**config.mk**
```make
export PLATFORM = sky130hd
export DESIGN_NAME = mcu_local_axil_wr_fsm
export DESIGN_NICKNAME = d
export VERILOG_FILES = /design/src/rtl/mcu_local_axil_wr_fsm.sv
export SDC_FILE = /design/constraint.sdc
export NUM_CORES = 1
export LEC_CHECK = 0
export CORE_MARGIN = 2
export CORE_UTILIZATION = 50
export CTS_BUF_LIST = sky130_fd_sc_hd__clkbuf_4
export DETAILED_ROUTE_END_ITERATION = 12
export DONT_BUFFER_PORTS = 1
export GPL_TIMING_DRIVEN = 0
export SLEW_MARGIN = 20
export SYNTH_ARGS = -nofsm -noshare
export SYNTH_HDL_FRONTEND = slang
export SYNTH_SLANG_ARGS = --single-unit
```
**constraint.sdc**
```tcl
create_clock -name clk -period 5.3 [get_ports clk]
set_input_delay 0.53 -clock clk [delete_from_list [all_inputs] [get_ports clk]]
set_output_delay 0.53 -clock clk [all_outputs]
set_load 0.05 [all_outputs]
```
**src/rtl/mcu_local_axil_wr_fsm.sv**
```systemverilog
// Writeback stage: drains AXI-Stream result beats into consecutive AXI-Lite word writes
// and reports done/error back to the global MCU FSM.
module mcu_local_axil_wr_fsm #(
  parameter int DATA_WIDTH      = 16,
  parameter int ADDR_WIDTH      = 32,
  parameter int ADDR_STEP       = 1,
  parameter int MAX_OUTSTANDING = 4,
  parameter int GLO_FSM_WIDTH   = 2,
  parameter int GLO_FSM_STR     = 0,
  parameter int GLO_FSM_ERR     = 2,
  parameter int GLO_FSM_END     = 3
) (
  input  logic                      clk,
  input  logic                      rst,
  input  logic [DATA_WIDTH-1:0]     s_axis_tdata,
  input  logic                      s_axis_tvalid,
  output logic                      s_axis_tready,
  input  logic                      s_axis_tlast,
  output logic [ADDR_WIDTH-1:0]     m_axil_awaddr,
  output logic [2:0]                m_axil_awprot,
  output logic                      m_axil_awvalid,
  input  logic                      m_axil_awready,
  output logic [DATA_WIDTH-1:0]     m_axil_wdata,
  output logic [DATA_WIDTH/8-1:0]   m_axil_wstrb,
  output logic                      m_axil_wvalid,
  input  logic                      m_axil_wready,
  input  logic [1:0]                m_axil_bresp,
  input  logic                      m_axil_bvalid,
  output logic                      m_axil_bready,
  input  logic [GLO_FSM_WIDTH-1:0]  glo_fsm_state,
  input  logic [ADDR_WIDTH-1:0]     addr_base,
  input  logic [ADDR_WIDTH:0]       addr_counter_max,
  output logic                      done,
  output logic                      error
);

  localparam int CNT_W = ADDR_WIDTH + 1;
  localparam int OUT_W = 4;
  localparam logic [ADDR_WIDTH-1:0]    STEP    = ADDR_WIDTH'(ADDR_STEP);
  localparam logic [OUT_W-1:0]         MAX_OUT = OUT_W'(MAX_OUTSTANDING);
  localparam logic [GLO_FSM_WIDTH-1:0] G_STR   = GLO_FSM_WIDTH'(GLO_FSM_STR);
  localparam logic [GLO_FSM_WIDTH-1:0] G_ERR   = GLO_FSM_WIDTH'(GLO_FSM_ERR);
  localparam logic [GLO_FSM_WIDTH-1:0] G_END   = GLO_FSM_WIDTH'(GLO_FSM_END);

  typedef enum logic [2:0] {
    S_IDLE,
    S_RUN,
    S_DRAIN,
    S_DONE,
    S_ERR
  } state_t;

  state_t                  state_q, state_d;
  logic                    awvalid_q, awvalid_d;
  logic                    wvalid_q, wvalid_d;
  logic [ADDR_WIDTH-1:0]   awaddr_q, awaddr_d;
  logic [DATA_WIDTH-1:0]   wdata_q, wdata_d;
  logic [CNT_W-1:0]        word_idx_q, word_idx_d;
  logic [OUT_W-1:0]        outstanding_q, outstanding_d;
  logic [ADDR_WIDTH-1:0]   base_q, base_d;
  logic [CNT_W-1:0]        count_q, count_d;

  logic slot_empty;
  logic tready;
  logic accept;
  logic b_hs;
  logic b_dec;
  logic b_err;
  logic exp_last;
  logic active;

  assign slot_empty = !awvalid_q && !wvalid_q;
  assign tready     = (state_q == S_RUN) && slot_empty && (outstanding_q < MAX_OUT);
  assign accept     = s_axis_tvalid && tready;
  assign b_hs       = m_axil_bvalid && m_axil_bready;
  // Stray responses after an aborted run must not wrap the counter below zero.
  assign b_dec      = b_hs && (outstanding_q != '0);
  assign b_err      = b_hs && (m_axil_bresp != 2'b00);
  assign exp_last   = (word_idx_q == (count_q - CNT_W'(1)));
  assign active     = (state_q == S_RUN) || (state_q == S_DRAIN) || (state_q == S_DONE);

  always_comb begin
    state_d       = state_q;
    awvalid_d     = awvalid_q && !m_axil_awready;
    wvalid_d      = wvalid_q && !m_axil_wready;
    awaddr_d      = awaddr_q;
    wdata_d       = wdata_q;
    word_idx_d    = word_idx_q;
    outstanding_d = outstanding_q;
    base_d        = base_q;
    count_d       = count_q;

    case ({accept, b_dec})
      2'b10:   outstanding_d = outstanding_q + OUT_W'(1);
      2'b01:   outstanding_d = outstanding_q - OUT_W'(1);
      default: outstanding_d = outstanding_q;
    endcase

    if (accept) begin
      awvalid_d  = 1'b1;
      wvalid_d   = 1'b1;
      awaddr_d   = base_q + word_idx_q[ADDR_WIDTH-1:0] * STEP;
      wdata_d    = s_axis_tdata;
      word_idx_d = word_idx_q + CNT_W'(1);
    end

    case (state_q)
      S_IDLE: begin
        if (glo_fsm_state == G_STR) begin
          base_d        = addr_base;
          count_d       = addr_counter_max;
          word_idx_d    = '0;
          outstanding_d = '0;
          state_d       = (addr_counter_max == '0) ? S_ERR : S_RUN;
        end
      end
      S_RUN: begin
        if (accept) begin
          if (s_axis_tlast && exp_last) begin
            state_d = S_DRAIN;
          end else if (s_axis_tlast != exp_last) begin
            state_d = S_ERR;
          end
        end
      end
      S_DRAIN: begin
        if (slot_empty && (outstanding_d == '0)) begin
          state_d = S_DONE;
        end
      end
      S_DONE: begin
        if (glo_fsm_state == G_END) begin
          state_d = S_IDLE;
        end
      end
      S_ERR: begin
        // A pending AW/W must finish first: valid is never withdrawn on the bus.
        if ((glo_fsm_state == G_ERR) && slot_empty) begin
          state_d       = S_IDLE;
          word_idx_d    = '0;
          outstanding_d = '0;
        end
      end
      default: state_d = S_IDLE;
    endcase

    if (b_err && active) begin
      state_d = S_ERR;
    end
  end

  always_ff @(posedge clk) begin
    if (rst) begin
      state_q       <= S_IDLE;
      awvalid_q     <= 1'b0;
      wvalid_q      <= 1'b0;
      awaddr_q      <= '0;
      word_idx_q    <= '0;
      outstanding_q <= '0;
      base_q        <= '0;
      count_q       <= '0;
    end else begin
      state_q       <= state_d;
      awvalid_q     <= awvalid_d;
      wvalid_q      <= wvalid_d;
      awaddr_q      <= awaddr_d;
      word_idx_q    <= word_idx_d;
      outstanding_q <= outstanding_d;
      base_q        <= base_d;
      count_q       <= count_d;
    end
  end

  // Write data is only observed while wvalid is high, so it needs no reset.
  always_ff @(posedge clk) begin
    wdata_q <= wdata_d;
  end

  assign s_axis_tready  = tready;
  assign m_axil_awaddr  = awaddr_q;
  assign m_axil_awprot  = 3'b000;
  assign m_axil_awvalid = awvalid_q;
  assign m_axil_wdata   = wdata_q;
  assign m_axil_wstrb   = '1;
  assign m_axil_wvalid  = wvalid_q;
  assign m_axil_bready  = !rst;
  assign done           = (state_q == S_DONE);
  assign error          = (state_q == S_ERR);

endmodule

```
==> key figures <==
Route
  – Via density: 5.703
  – Drt pass-1 iters: 5
  – Drt drc: 0
  – Routed length per instance: 17.79 um
  – DRT iter0 DRCs: 499
  – Final wirelength: 24,370 um
  – Via total after detailed routing: 7,813
  – Antenna viol nets, final: 0

STA
  – RSZ-0062 raised after global routing: false
  – Setup TNS: 0 ns
  – Period minus WS final: 4.690 ns
  – Pin slew with the least headroom to its limit: 1.068 ns
  – Final Hold Viols: 0
  – Period utilisation layout: 0.8849
  – Final Max Tran Viols: 0
  – Final setup viols: 0
  – Fmax achieved: 0.2132 GHz
  – Worst Skew: 0.01381 ns
  – Max-slew headroom: 0.2882

Synth
  – Seq/Total Area, Yosys: 0.3774
  – Largest cells by area after synthesis: dfxtp_1 (32%), nand2_1 (9.0%), a21oi_1 (7.7%)
  – Synth top area share: 0.3219
  – Mapped Cells: 1,091
  – Main synth FF type: dfxtp_1
  – Syn avg cell area: 7.925 sq um
  – Post-synth EDFFs: 16
  – Cell Area, Synth: 8646 sq um
  – Yosys reg bits: 155
  – Area leader, netlist: dfxtp_1
  – Yosys Warn Count: 0
  – Yosys cell types: 60
  – Asr flop ratio synth: 0

Worst setup path
  – Crit end category: flop
  – CP arrival: 5.17 ns
  – Crit path max-delay family: simple AND/OR/NAND/NOR gates
  – Startpoint types: flop
  – Max stage delay on crit path: 0.59 ns
  – WS Path Type: flop to flop
  – Number of cells on the critical path: 14
  – Critical path's slowest cell: or4_4
  – Critical-path cell list: or4_4 > or4_4 > or3_1 > buf_2 > or3_1 > a211oi_2 > nand4b_1 > a2111o_1 > a2111oi_2 > ha_1 > o211ai_1 > a21oi_1 > a31oi_1 > nor4_1
  – Worst Path Max Fanout: 7
  – Worst Path Required: 5.78 ns
  – Worst r2r path cells: 14
  – CP bufs+invs: 1

Die
  – Core area: 17,120 sq um
  – Die ar.: 18,360 sq um
  – Starting density of the core: 0.5051
  – FP Rows: 48
  – Die Height: 135.5 um
  – DIE WIDTH: 135.5 um
  – Top Ports: 151

Clock network
  – Max clock buf depth: 2
  – Clk root buf: clkbuf_4
  – Clock Pin Slew Worst Setup and Hold Paths: 0.14 ns
  – TritonCTS Buffers: 17
  – Clk sinks: 155
  – Clk_lat worst skew: 0.56 ns
  – CTS tree: yes
  – H-tree lvl count: 4

Layout
  – Final nets: 1,261
  – Share of layout cells above drive strength 1: 0.04374
  – Cell area after layout: 9420 sq um
  – Final core occ: 0.5504
  – Area growth, synth to finish: 8.958%

Min path
  – Hold Path Class: primary input to flop
  – Hold path cells: 2

Place
  – RD Place Congestion: 0.9464
  – Placed Instance Area: 8954 sq um
  – Final HPWL from detailed placement: 18,530 um
  – Port bufs: 0

Global route
  – GRT Overall Usage: 0.2700
  – Global route total overflow: 0
  – Vias in the first global route: 7,194
  – Largest net degree at the start of global routing: 26
  – Initial antenna violation count: 1
  – Global-route wire length before repair: 38,140 um

Pwr
  – Pwr Total: 3020 uW
  – Peak supply drop: 167.6 uV
  – Pwr/cell area: 320.6 nW/um^2
  – Pleak: 0.003308 uW

Status
  – Status: complete, no violations

Flow run
  – MaxCap Viol Count: 0
==> flip-flops by register name, indices dropped and copies added, names as in the netlist <==
signal          count
m_axil_wdata       16
m_axil_awaddr      32
m_axil_wvalid       1
word_idx_q         33
count_q            33
base_q             32
state_q             3
m_axil_awvalid      1
outstanding_q       4
==> routing by layer <==
layer,wire (um),global-route usage
met5,0,0
met2,11230,0.4309
met1,11580,0.3741
met3,1283,0.06098
met4,285,0.06134
==> Yosys cell counts, types with 4 or more instances <==
cell type  count
or4_1          4
inv_1         27
edfxtp_1      16
xor2_1        31
buf_1          9
nor2_1        64
dfxtp_1      139
nor4_1        21
or3_1         27
mux2i_1        4
nand3_1       34
a21o_1         7
nand2_1      208
nand4_1       12
or2_2          4
o31ai_1        6
clkbuf_1      46
nand2b_1       6
o211ai_1      11
nor2b_1        7
and2_1         7
a31oi_1       10
xnor2_1       51
nor4b_1        7
nor3b_1        4
o311ai_0       6
nor3_1        28
o21a_1        13
a211oi_1      12
and3_1        13
ha_1          37
o21ai_0       36
buf_4          5
a21oi_1      133
==> final cells by class <==
type | instances | area [sq um]
clock buffer | 17 | 127.6
fill | 1722 | 7696
clock inverter | 15 | 173.9
antenna | 2 | 5.005
sequential | 155 | 3263
buffer | 61 | 250.2
inverter | 27 | 101.3
timing repair buffer | 17 | 165.2
multi-input combinational | 851 | 5052
tap | 225 | 281.5
==> metrics by stage <==
| stage | worst slack [ns] | instances | hold slack [ns] |
|---|---|---|---|
| 2_1_floorplan | 1.270 | 1094 | 0.4400 |
| 3_3_place_gp | 0.6585 | 1319 | 0.4478 |
| 3_5_place_dp | 0.6623 | 1320 | 0.4507 |
| 4_1_cts | 0.6264 | 1352 | 0.01011 |
| 5_1_grt | 0.2613 | 1370 | 0.02423 |
| 6_report | 0.6098 | 1370 | 0.08231 |
==> path summary, 6_finish.rpt <==
path / from / to / slack, ns
worst max-delay path: count_q[3] / state_q[1] / 0.61
worst min-delay path: addr_counter_max[11] / count_q[11] / 0.08
worst max register to register: count_q[3] / state_q[1] / 0.61
worst min register to register: base_q[11] / base_q[11] / 0.47
==> timing repair <==
action,in CTS,in global routing
setup buffers,0,0
hold buffers,0,16
resized for setup,0,0
endpoints found under the hold margin,0,16
==> placed cells by master (no fill, tap or decap), drive strengths merged, types with 4 or more instances in the layout <==
cell type	netlist	layout
a21oi	133	133
o311ai	6	6
nand2b	6	6
buf	15	16
o21a	13	13
mux2i	4	4
a2111oi	5	5
nor4	21	21
or4	6	6
a211oi	13	13
xnor2	51	51
and2	7	7
edfxtp	16	16
a31oi	10	10
nand4	12	12
or3	27	27
ha	37	37
o31ai	6	6
dlygate4sd3	0	16
conb	2	5
xor2	31	31
nor3b	4	4
nand2	208	208
dfxtp	139	139
inv	27	29
o21ai	36	36
a21o	7	7
o211ai	11	11
nor3	28	28
clkbuf	46	63
or2	4	4
nor2	64	64
nand3	34	34
and3	13	13
nor4b	7	7
nor2b	7	7
clkinv	0	7
==> report_power, final <==
part           switching [uW]  internal [uW]
registers                 174           1280
logic                     512            279
clock network             451            327
total                    1140           1880
==> cells by family after synthesis <==
kind of cell | Yosys count | synth area share
muxes | 6 | 0.007236
buffers and inverters | 88 | 0.04052
DFF | 155 | 0.3774
xor gates and xnor gates | 82 | 0.08307
and+or+nand+nor | 456 | 0.2485
AOI/OAI and AO/OA | 263 | 0.1842
other | 2 | 0.0008686
adders and majority gates | 39 | 0.05818
Note: power is estimated with default switching activity, not from simulation.
